**src/rtl/ps2_led_cmd_sequencer.sv**
```systemverilog
// Host-side PS/2 "Set LEDs" sequencer: sends 0xED then the LED byte, handles ack/resend,
// timeouts and bounded full-transaction retries, and forwards unconsumed rx bytes as keys.
module ps2_led_cmd_sequencer #(
    parameter int unsigned TIMEOUT_CYCLES = 1_000_000,
    parameter int unsigned MAX_RETRY      = 3
) (
    input  logic       CLOCK_50,
    input  logic       reset,
    input  logic       led_req,
    input  logic [2:0] led_val,
    output logic       led_busy,
    output logic       led_done,
    output logic       led_err,
    output logic       tx_start,
    output logic [7:0] tx_byte,
    input  logic       tx_done,
    input  logic       tx_fail,
    input  logic       rx_valid,
    input  logic [7:0] rx_byte,
    output logic       key_valid,
    output logic [7:0] key_byte
);

    localparam int unsigned TW = (TIMEOUT_CYCLES > 2) ? $clog2(TIMEOUT_CYCLES) : 1;
    localparam int unsigned RW = $clog2(MAX_RETRY + 2);

    localparam logic [TW-1:0] TmoLast   = TW'(TIMEOUT_CYCLES - 1);
    localparam logic [RW-1:0] RetryLast = RW'(MAX_RETRY);
    localparam logic [7:0]    CmdSetLed = 8'hED;
    localparam logic [7:0]    RspAck    = 8'hFA;
    localparam logic [7:0]    RspResend = 8'hFE;

    typedef enum logic [2:0] {
        StIdle,
        StSendEd,
        StWaitTxEd,
        StWaitAckEd,
        StSendLed,
        StWaitTxLed,
        StWaitAckLed
    } state_e;

    state_e        state_q;
    logic [RW-1:0] retry_q;
    logic [TW-1:0] tmo_q;
    logic [2:0]    led_q;

    logic in_wait_tx, in_wait_ack, tmo_hit, rx_ack, rx_rsd, retry_left, fail, forward;

    always_comb begin
        in_wait_tx  = (state_q == StWaitTxEd) || (state_q == StWaitTxLed);
        in_wait_ack = (state_q == StWaitAckEd) || (state_q == StWaitAckLed);
        tmo_hit     = (tmo_q == TmoLast);
        rx_ack      = rx_valid && (rx_byte == RspAck);
        rx_rsd      = rx_valid && (rx_byte == RspResend);
        retry_left  = (retry_q < RetryLast);
        // tx_fail beats tx_done; any rx byte beats the timeout; a resend with no retries left fails
        fail = (in_wait_tx && (tx_fail || (!tx_done && tmo_hit)))
            || (in_wait_ack && ((!rx_valid && tmo_hit) || (rx_rsd && !retry_left)));
        forward = rx_valid && !(in_wait_ack && (rx_ack || rx_rsd));
    end

    assign led_busy = (state_q != StIdle);

    always_ff @(posedge CLOCK_50) begin
        if (reset) begin
            state_q   <= StIdle;
            retry_q   <= '0;
            tmo_q     <= '0;
            led_q     <= '0;
            tx_start  <= 1'b0;
            tx_byte   <= '0;
            led_done  <= 1'b0;
            led_err   <= 1'b0;
            key_valid <= 1'b0;
            key_byte  <= '0;
        end else begin
            tx_start  <= 1'b0;
            led_done  <= 1'b0;
            led_err   <= 1'b0;
            key_valid <= forward;
            if (forward) begin
                key_byte <= rx_byte;
            end

            if (fail) begin
                if (retry_left) begin
                    retry_q  <= retry_q + RW'(1);
                    state_q  <= StSendEd;
                    tx_start <= 1'b1;
                    tx_byte  <= CmdSetLed;
                end else begin
                    state_q <= StIdle;
                    led_err <= 1'b1;
                end
            end else begin
                unique case (state_q)
                    StIdle: begin
                        if (led_req) begin
                            led_q    <= led_val;
                            retry_q  <= '0;
                            state_q  <= StSendEd;
                            tx_start <= 1'b1;
                            tx_byte  <= CmdSetLed;
                        end
                    end
                    StSendEd: begin
                        state_q <= StWaitTxEd;
                        tmo_q   <= '0;
                    end
                    StSendLed: begin
                        state_q <= StWaitTxLed;
                        tmo_q   <= '0;
                    end
                    StWaitTxEd, StWaitTxLed: begin
                        if (tx_done) begin
                            state_q <= (state_q == StWaitTxEd) ? StWaitAckEd : StWaitAckLed;
                            tmo_q   <= '0;
                        end else begin
                            tmo_q <= tmo_q + TW'(1);
                        end
                    end
                    StWaitAckEd: begin
                        if (rx_ack) begin
                            state_q  <= StSendLed;
                            tx_start <= 1'b1;
                            tx_byte  <= {5'b0, led_q};
                        end else if (rx_rsd) begin
                            retry_q  <= retry_q + RW'(1);
                            state_q  <= StSendEd;
                            tx_start <= 1'b1;
                            tx_byte  <= CmdSetLed;
                        end else if (!tmo_hit) begin
                            // scancodes keep the timer running; it parks at the last count
                            tmo_q <= tmo_q + TW'(1);
                        end
                    end
                    StWaitAckLed: begin
                        if (rx_ack) begin
                            state_q  <= StIdle;
                            led_done <= 1'b1;
                        end else if (rx_rsd) begin
                            retry_q  <= retry_q + RW'(1);
                            state_q  <= StSendLed;
                            tx_start <= 1'b1;
                            tx_byte  <= {5'b0, led_q};
                        end else if (!tmo_hit) begin
                            tmo_q <= tmo_q + TW'(1);
                        end
                    end
                    default: state_q <= StIdle;
                endcase
            end
        end
    end

endmodule
```
**config.mk**
```make
export PLATFORM = sky130hd
export DESIGN_NAME = ps2_led_cmd_sequencer
export DESIGN_NICKNAME = d
export VERILOG_FILES = /design/src/rtl/ps2_led_cmd_sequencer.sv
export SDC_FILE = /design/constraint.sdc
export NUM_CORES = 1
export LEC_CHECK = 0
export BUFFER_PORTS_ARGS = -buffer_cell sky130_fd_sc_hd__buf_2
export CELL_PAD_IN_SITES_DETAIL_PLACEMENT = 1
export CELL_PAD_IN_SITES_GLOBAL_PLACEMENT = 1
export CORE_MARGIN = 1.5
export CORE_UTILIZATION = 43
export CTS_CLUSTER_DIAMETER = 100
export DETAILED_ROUTE_END_ITERATION = 12
export PLACE_DENSITY_LB_ADDON = 0.1
export SETUP_SLACK_MARGIN = 0.1
export SYNTH_ARGS = -nofsm -noshare
export SYNTH_HDL_FRONTEND = slang
export SYNTH_SLANG_ARGS = --single-unit
```
**constraint.sdc**
```tcl
create_clock -name CLOCK_50 -period 2.55 [get_ports CLOCK_50]
set_input_delay 0.255 -clock CLOCK_50 [delete_from_list [all_inputs] [get_ports CLOCK_50]]
set_output_delay 0.255 -clock CLOCK_50 [all_outputs]
set_load 0.02 [all_outputs]
```
-- Word-level counts from Yosys, hierarchy flattened
Index checks and enable logic that the tools add are counted.
- register bits: 49
- bits in latches: 0
- memory bits (writable): 0
- bits in read-only memories: 0
- output and inout bits: 21
- logic and storage cells: 108
- memories kept: 0
- add/sub/neg operators: 2
- $mul: 0
- div/mod/pow operators: 0
- $lt $le $gt $ge: 1
- equal/unequal tests: 21
- shift operators: 0
- multiplexer cells: 38
- bitwise gates (word level): 2
- reduce and logical (&&, ||, !) cells: 34
- operator list (kind ; number):
    two-way mux 20 bit ; 4
    one-hot mux 20 bit (3 select lines) ; 1
    two-way mux 8 bit ; 7
    two-way mux 3 bit ; 13
    one-hot mux 8 bit (3 select lines) ; 1
    adder 20 x 1 -> 20 bit (second input constant) ; 1
    equality test 20 bit (second input constant) ; 1
    one-hot mux 3 bit (6 select lines) ; 1
    equality test 8 bit (second input constant) ; 2
    inequality test 3 bit (second input constant) ; 4
    AND reduction 5 bit ; 2
    equality test 3 bit (second input constant) ; 3
    logical AND 1 bit ; 9
    two-way mux 1 bit ; 9
    nonzero test 3 bit ; 3
    inequality test 2 bit (second input constant) ; 4
    inequality test 4 bit (second input constant) ; 2
    OR reduction 2 bit ; 4
    equality test 3 x 2 -> 1 bit (second input constant) ; 2
    logical OR 1 bit ; 6
    one-hot mux 3 bit (2 select lines) ; 1
    AND reduction 6 bit ; 1
    logical NOT 1 bit ; 4
    AND reduction 4 bit ; 1
    11 further kinds ; 12

-- Logic depth before layout (Yosys ltp)
Gate-level depths: netlist of run 1.
- depth in word-level cells: 8
- depth in mapped cells: 9
- depth with buffers taken out: 7

-- Worst setup path after synthesis of run 1
OpenSTA, ideal clock, no wires.
- path kind: register to register
- start: reg tmo_q[0]
- end: reg tx_byte[0]
- library setup time: 60 ps
- data arrival time: 1981 ps
- data required time: 2490 ps
- setup slack: 509 ps
- cell stages (with the launch flop): 9
- buffers on the path: 1
- clock period less this slack: 2041 ps
- cells stage by stage: dfxtp_1 -> ha_1 -> and3_1 -> buf_2 -> and4_4 -> a32o_1 -> and2_4 -> nor4_4 -> o221a_1
- word-level cells in the longest chain between the ends: 7
- elaborated cells between the ends (all ways): 16
- RTL lines (item ; line ; text):
    start, declared ; 45 ; logic [TW-1:0] tmo_q;
    start signal, assigned ; 120 ; tmo_q <= tmo_q + TW'(1);
    start signal, assigned ; 135 ; tmo_q <= tmo_q + TW'(1);
    start signal, assigned ; 148 ; tmo_q <= tmo_q + TW'(1);
    equality test 20 bit * ; 53 ; tmo_hit = (tmo_q == TmoLast);
    logical AND 1 bit (on tied branches) ; 58, 59 ;
    logical OR 1 bit (on tied branches) ; 58, 59 ;
    logical AND 1 bit (on tied branches) ; 58, 59 ;
    logical OR 1 bit * ; 59 ; || (in_wait_ack && ((!rx_valid && tmo_hit) || (rx_rsd && !retry_left)));
    inequality test 4 bit (no line), or another cell as far along ; - ;
    AND reduction 6 bit (no line) ; - ;
    end signal, assigned ; 91 ; tx_byte <= CmdSetLed;
    end signal, assigned ; 104 ; tx_byte <= CmdSetLed;
    end signal, assigned ; 127 ; tx_byte <= {5'b0, led_q};
    end, declared ; 15 ; output logic [7:0] tx_byte,
Every way passes the cells marked *; elsewhere a longest branch is shown, timed or not.
A chain may end at the register's enable or synchronous reset.

-- Final worst setup path of run 1
- start: reg state_q[1]
- end: reg tmo_q[9]
- word-level cells in the longest chain between the ends: 6
- elaborated cells between the ends (all ways): 21
- RTL lines (item ; line ; text):
    start, declared ; 43 ; state_e state_q;
    start signal, assigned ; 67 ; state_q <= StIdle;
    start signal, assigned ; 89 ; state_q <= StSendEd;
    start signal, assigned ; 93 ; state_q <= StIdle;
    parallel branches: the longest is 6 deep, another holds AND reduction 5 bit ; - ;
Parallel ways; which one is timed is not known.

==> qor.csv, run 1 <==
stage,metric,value,unit
yosys,Synth Cell Area,2550,sq um
yosys,post-synth cell types,70,
sta,setup total negative slack,0,ns
sta,Pins Over Slew Limit,0,
yosys,syn nets,316,
sta,clock skew,0.00723,ns
cts,"Clk Latency, worst-skew pair",0.31,ns
yosys,ys flop type,dfxtp_1,
cts,maximum root-to-sink buffer count,2,
placement,HPWL after detailed placement,5.07,mm
placement,Placed Cells incl. Taps,394,
yosys,post-synth top area share,35.3,%
global_route,global route overflow,0,
global_route,largest net degree at the start of global routing,21,
sta,min Tclk post-route,2.28,ns
cts,CTS tree,built,
global_route,first-pass GRT wire length,11.0,mm
sta,fmax,438,MHz
floorplanning,Die Height,80.0,um
sta,Worst-Margin Slew,0.564,ns
cts,Clock Tree Root,clkbuf_8,
worst_setup_path,CP Capture Type,flop,
yosys,Synth Area per Inst,8.59,sq um
global_route,All-Layer GR Usage,22.2,%
floorplanning,Die Width,80.0,um
cts,TritonCTS Buffers,5,
worst_setup_path,crit path DAT,2.52,ns
yosys,#FFs+latches synth,45,
sta,period utilisation layout,89.5,%
routing,DRC Markers,0,
cts,hold buffer count at cts,0,
worst_setup_path,Max Fanout on Critical Path,14,
sta,unrepaired setup endpoints after global routing,yes,
cells_and_area,fin nets,348,
worst_setup_path,critical path class,flop to flop,
cells_and_area,Finished Cell Area,2840,sq um
routing,final WL,6.64,mm
run_status,status,"complete, no violations",
cts,register clock-pin slew on the reported worst setup and hold paths,0.09,ns
cts,Sink Count,45,
yosys,number of flops mapped to enable cells by yosys,0,
floorplanning,top-level port count,38,
sta,Relative slew margins,62.0,%
yosys,post-synthesis sequential area ratio,35.3,%
sta,Final setup viols,0,
floorplanning,Site Rows,27,
yosys,top cell type by total area after synthesis,dfxtp_1,
cells_and_area,post-layout util,50.6,%
placement,DP Area,2760,sq um
routing,Initial DRC Count,124,
routing,via count,2337,
yosys,Mapped Cells,297,
routing,Via density,5.81,
yosys,Post-synth top cells,"dfxtp_1, nor2_1, a21oi_1",
yosys,Ys Warns,0,
sta,Hold Fails Final Rpt,0,
cells_and_area,share of cells above drive strength 1,21.2,%
cts,H-tree Lvls,2,
cells_and_area,antenna diode count,0,
power,Power Density,650,nW/um^2
worst_setup_path,data required time of the worst path,2.78,ns
cells_and_area,Layout fillers,718,
global_route,initial antenna violation count,0,
placement,routability cong.,0.810,
routing,DR WL/cell,16.5,um
routing,post-route ant nets,0,
placement,IO buf count,36,
worst_setup_path,startpoint types,flop,
global_route,vias in the first global route,2256,
cts,postcts setup bufs,0,
sta,final hold slack,0.186,ns
run,max_cap viols,0,
yosys,top-count cell post-synth,dfxtp_1,
routing,1st-pass router iterations,4,
cells_and_area,Area Growth Syn to Fin,11.2,%
cts,CTS-repair resized insts,0,
floorplanning,core area,5610,sq um
min_path,Hold/Removal Path Class,input port to flop,
floorplanning,Die Area,6400,sq um
yosys,"FFs w/ async S/R, synth",0,%
power,VDD IR max,0.386,mV
yosys,synth top area cells,"dfxtp_1, mux2i_1, nor2_1, a21oi_1, o21ai_0",
floorplanning,Initial Utilization,45.5,%
cells_and_area,"non-filler cells, final",402,
power,Pleak,0.00108,uW
kinds of logic after synthesis:
group | count (synthesis) | share of synthesized area (%)
AND/OR/NAND/NOR | 132 | 30.6
AO/OA/AOI/OAI | 67 | 18.0
flip-flops | 45 | 35.3
buffers and inverters | 26 | 5.98
multiplexers | 14 | 5.54
XOR/XNOR | 10 | 3.43
adder cells (fa/ha/maj) | 2 | 0.981
other | 1 | 0.147
state kept, by name, indices dropped and copies added, names as in the netlist:
register   count
retry_q        3
led_done       1
key_valid      1
led_q          3
led_err        1
tx_byte        4
state_q        3
tmo_q         20
key_byte       8
tx_start       1
per-stage QoR:
| step | worst slack [ns] | total power [uW] |
|---|---|---|
| floorplan | 0.509 | 1290 |
| global placement | 0.340 | 1400 |
| detailed placement | 0.227 | 1420 |
| CTS | 0.206 | 1860 |
| global route | 0.0840 | 1950 |
| finish | 0.267 | 1840 |
layout by cell type, fill, tap and decap left out, types with 3 or more instances in the layout:
cell	synthesis	routed
and3_1	4	4
a211oi_1	4	4
inv_1	5	5
clkbuf_8	0	5
a21oi_1	20	20
nand3_1	14	14
nand2b_1	5	5
nor2_1	32	31
o31ai_1	6	6
o21ai_0	16	16
nand4_1	7	7
or4_1	4	4
nand2_1	19	19
xor2_1	8	8
or3_2	3	3
mux2i_1	13	13
buf_2	2	36
buf_4	6	8
clkbuf_1	7	3
and2_1	5	5
or3_1	7	7
nor3_1	4	4
dfxtp_1	45	45
metal layers:
metal / wire [um] / global-route usage [%] / part of all wire [%]
met1: 3260 / 30.7 / 49
met2: 3020 / 34.5 / 45
met3: 278 / 3.89 / 4.2
met4: 83 / 7.59 / 1.3
met5: 0 / 0 / 0
area by class of cell:
| class | instances | area, sq um | area share [%] |
|---|---|---|---|
| Multi-Input combinational cell | 226 | 1500 | 52.9 |
| Sequential cell | 45 | 901 | 31.7 |
| Timing Repair Buffer | 44 | 240 | 8.47 |
| Tap cell | 72 | 90.1 | 3.17 |
| Clock buffer | 8 | 80.1 | 2.82 |
| Inverter | 7 | 26.3 | 0.926 |
where the power goes:
group / switching (uW) / internal [uW]
sequential: 55.1 / 756
clock: 246 / 195
combinational: 372 / 221
final timing paths:
check	slack [ns]	end	start	cells past startpoint
worst max-delay path	0.27	tmo_q[9]	state_q[1]	6
worst min-delay path	0.19	led_q[0]	led_val[0]	3
worst max register to register	0.27	tmo_q[9]	state_q[1]	6
worst min register to register	0.47	tx_byte[1]	tx_byte[1]	2
critical path, cell delays in order, from the launching register on:
cell      delay (ns)
dfxtp_1         0.52
and3b_1         0.27
o21a_1          0.22
o211ai_4        0.30
nand2_2         0.24
or3_2           0.50
a21oi_1         0.16
Power figures use the tool's default switching activity.
==> run 2, diff against run 1 <==
==> constraint.sdc (replaced) <==
create_clock -name CLOCK_50 -period 2.5 [get_ports CLOCK_50]
set_input_delay 0.25 -clock CLOCK_50 [delete_from_list [all_inputs] [get_ports CLOCK_50]]
set_output_delay 0.25 -clock CLOCK_50 [all_outputs]
set_load 0.02 [all_outputs]
==> run 2 against run 1 <==
- first-iteration DRC count shrank 35%
- final cell count stayed put
- via count is 2.4% lower
- wire length down 1.6%
- clock skew rose by 0.0020 ns
- design area rose by 1.4%
- clock power rose by 32%
- critical endpoint is now tx_byte[0]
==> qor.csv, run 2 (synthesized netlist as in run 1, its figures left out) <==
stage,metric,value,unit,change
run_status,status,"complete, no violations",,unchanged
cts,Clock Tree Root,clkbuf_8,,unchanged
floorplanning,core area,5610,sq um,unchanged
floorplanning,Die Area,6400,sq um,unchanged
run,max_cap viols,0,,unchanged
power,VDD IR max,0.371,mV,was 0.386 mV
worst_setup_path,critical path class,flop to flop,,unchanged
cells_and_area,Layout fillers,705,,was 718
sta,setup total negative slack,0,ns,unchanged
floorplanning,Die Height,80.0,um,unchanged
worst_setup_path,worst r2r path cells,8,,was 6
cts,register clock-pin slew on the reported worst setup and hold paths,0.08,ns,was 0.09 ns
routing,Initial DRC Count,80,,was 124
sta,Worst-Margin Slew,0.505,ns,was 0.564 ns
global_route,largest net degree at the start of global routing,21,,unchanged
worst_setup_path,CP top delay family,simple AND/OR/NAND/NOR gates,,unchanged
global_route,All-Layer GR Usage,21.7,%,was 22.2%
global_route,vias in the first global route,2237,,"was 2,256"
sta,Pins Over Slew Limit,0,,unchanged
power,Pleak,0.00110,uW,was 0.00108 uW
worst_setup_path,flop-to-flop setup slack,0.24,ns,was 0.27 ns
worst_setup_path,Slowest cell on crit path,nor3_1,,was dfxtp_1
cells_and_area,Reg with most FFs,tmo_q,,unchanged
worst_setup_path,Reg-to-Reg End,tx_byte[0],,was tmo_q[9]
power,Flop pwr share,40.9,%,was 44.0%
sta,Relative slew margins,66.0,%,was 62.0%
worst_setup_path,Max Fanout on Critical Path,6,,was 14
cells_and_area,top flop regs,"tmo_q (20), key_byte (8), tx_byte (4)",,unchanged
worst_setup_path,startpoint types,flop,,unchanged
power,internal power,1330,uW,was 1170 uW
worst_setup_path,ordered cell list for the critical path,ha_1 > and3_1 > and4_4 > a32o_1 > nor3_1 > nor4_4 > buf_4 > o221a_1,,was and3b_1 > o21a_1 > o211ai_4 > nand2_2 > or3_2 > a21oi_1
power,switching power,690,uW,was 673 uW
worst_setup_path,CP Buf/Inv Count,1,,was 0
routing,DR WL/cell,16.3,um,was 16.5 um
routing,final WL,6.53,mm,was 6.64 mm
cells_and_area,"most common cell after layout, fill and taps aside",dfxtp_1,,unchanged
cells_and_area,Reg area,905,sq um,was 901 sq um
power,clock share of power,28.7,%,was 23.9%
cts,TritonCTS Buffers,5,,unchanged
worst_setup_path,crit path DAT,2.45,ns,was 2.52 ns
cells_and_area,antenna diode count,0,,unchanged
cts,hold buffer count at cts,0,,unchanged
routing,DRC Markers,0,,unchanged
sta,Final setup viols,0,,unchanged
global_route,global route overflow,0,,unchanged
floorplanning,Site Rows,27,,unchanged
cells_and_area,max reg flops,20,,unchanged
power,Power Density,703,nW/um^2,was 650 nW/um^2
sta,period utilisation layout,90.3,%,was 89.5%
sta,unrepaired setup endpoints after global routing,no,,was yes
power,Net Sw Frac,34.1,%,was 36.5%
min_path,Hold EP,led_q[0],,unchanged
cells_and_area,share of cells above drive strength 1,22.7,%,was 21.2%
placement,routability cong.,0.823,,was 0.810
cts,"Clk Latency, worst-skew pair",0.30,ns,was 0.31 ns
cells_and_area,Multi-input gate area,1500,sq um,unchanged
sta,Hold Fails Final Rpt,0,,unchanged
floorplanning,Initial Utilization,45.5,%,unchanged
min_path,Hold/Removal Path Class,input port to flop,,unchanged
routing,post-route ant nets,0,,unchanged
cells_and_area,most frequent cells in the layout,"dfxtp_1, buf_2, nor2_1, a21oi_1, nand2_1",,unchanged
sta,final hold slack,0.184,ns,was 0.186 ns
min_path,hold depth,3,,unchanged
sta,min Tclk post-route,2.26,ns,was 2.28 ns
global_route,initial antenna violation count,0,,unchanged
worst_setup_path,critical path's largest stage delay,0.37,ns,was 0.52 ns
power,combinational share of power,30.4,%,was 32.1%
placement,IO buf count,36,,unchanged
cts,Sink Count,45,,unchanged
cts,maximum root-to-sink buffer count,2,,unchanged
placement,HPWL after detailed placement,4.92,mm,was 5.07 mm
sta,clock skew,0.00922,ns,was 0.00723 ns
cts,H-tree Lvls,2,,unchanged
worst_setup_path,CP Capture Type,flop,,unchanged
floorplanning,Die Width,80.0,um,unchanged
floorplanning,top-level port count,38,,unchanged
worst_setup_path,FF-to-FF Start,tmo_q[0],,was state_q[1]
cells_and_area,Area Growth Syn to Fin,12.8,%,was 11.2%
min_path,Hold Startpoint,led_val[0],,unchanged
routing,1st-pass router iterations,4,,unchanged
routing,Via density,5.68,,was 5.81
sta,fmax,443,MHz,was 438 MHz
worst_setup_path,data required time of the worst path,2.70,ns,was 2.78 ns
routing,via count,2282,,"was 2,337"
cells_and_area,fin nets,348,,unchanged
cts,CTS tree,built,,unchanged
global_route,first-pass GRT wire length,10.9,mm,was 11.0 mm
[run 2: changes by cell type in the layout (fill, tap and decap cells not counted)]
cell	delta
dfxtp_1	-3
dfxtp_2	+3
clkbuf_1	-2
bufinv_16	+1
clkbuf_8	+1
[run 2: timing repair]
action                     4_1_cts  5_1_grt
setup endpoints to repair        0       10
setup buffers                    0        1
gates resized for setup          0        4
[run 2: per-layer routing]
layer  part of all wire [%]  vias to the layer above  track usage [%]
li1                       -                     1144                -
met5                      0                        -                0
met3                    4.3                        8             4.11
met1                     51                     1083             30.7
met4                    1.5                        0             7.59
met2                     44                       47             32.8
[run 2: worst min-delay path, cell delays in order]
cell     delay, ns
buf_2         0.07
mux2i_1       0.06
nor2_1        0.07
[run 2: power groups by stage]
stage | Sequential, uW | Combinational [uW] | Clock [uW]
4_1_cts | 825 | 601 | 597
2_1_floorplan | 852 | 467 | 0
5_1_grt | 839 | 674 | 621
6_report | 828 | 614 | 580
3_3_place_gp | 836 | 590 | 0
3_5_place_dp | 841 | 596 | 0
[run 2: layout make-up]
class | instances | area share [%]
Clock buffer | 7 | 3.00
Clock inverter | 1 | 1.04
Inverter | 7 | 0.913
Multi-Input combinational cell | 226 | 52.1
Sequential cell | 45 | 31.4
Tap cell | 72 | 3.13
Timing Repair Buffer | 44 | 8.35
[run 2: worst max path at each step]
stage | cells past startpoint | endpoint | start
after floorplan | 8 | tx_byte[0] | tmo_q[0]
after global placement | 6 | tmo_q[9] | state_q[2]
after detailed placement | 6 | tmo_q[7] | state_q[2]
after CTS | 6 | tmo_q[7] | state_q[2]
after global routing | 8 | tx_byte[2] | tmo_q[0]
final | 8 | tx_byte[0] | tmo_q[0]
[run 2: per-stage QoR]
| stage | util [%] | worst slack (ns) | cell area (sq um) | power [uW] | std cells |
|---|---|---|---|---|---|
| after detailed placement | 49.0 | 0.187 | 2750 | 1440 | 393 |
| final | 51.3 | 0.241 | 2880 | 2020 | 402 |
| after global routing | 51.3 | 0.0941 | 2880 | 2130 | 402 |
| after CTS | 51.1 | 0.141 | 2860 | 2020 | 401 |
| after floorplan | - | 0.459 | 2550 | 1320 | 297 |
| after global placement | 49.0 | 0.277 | 2750 | 1430 | 393 |
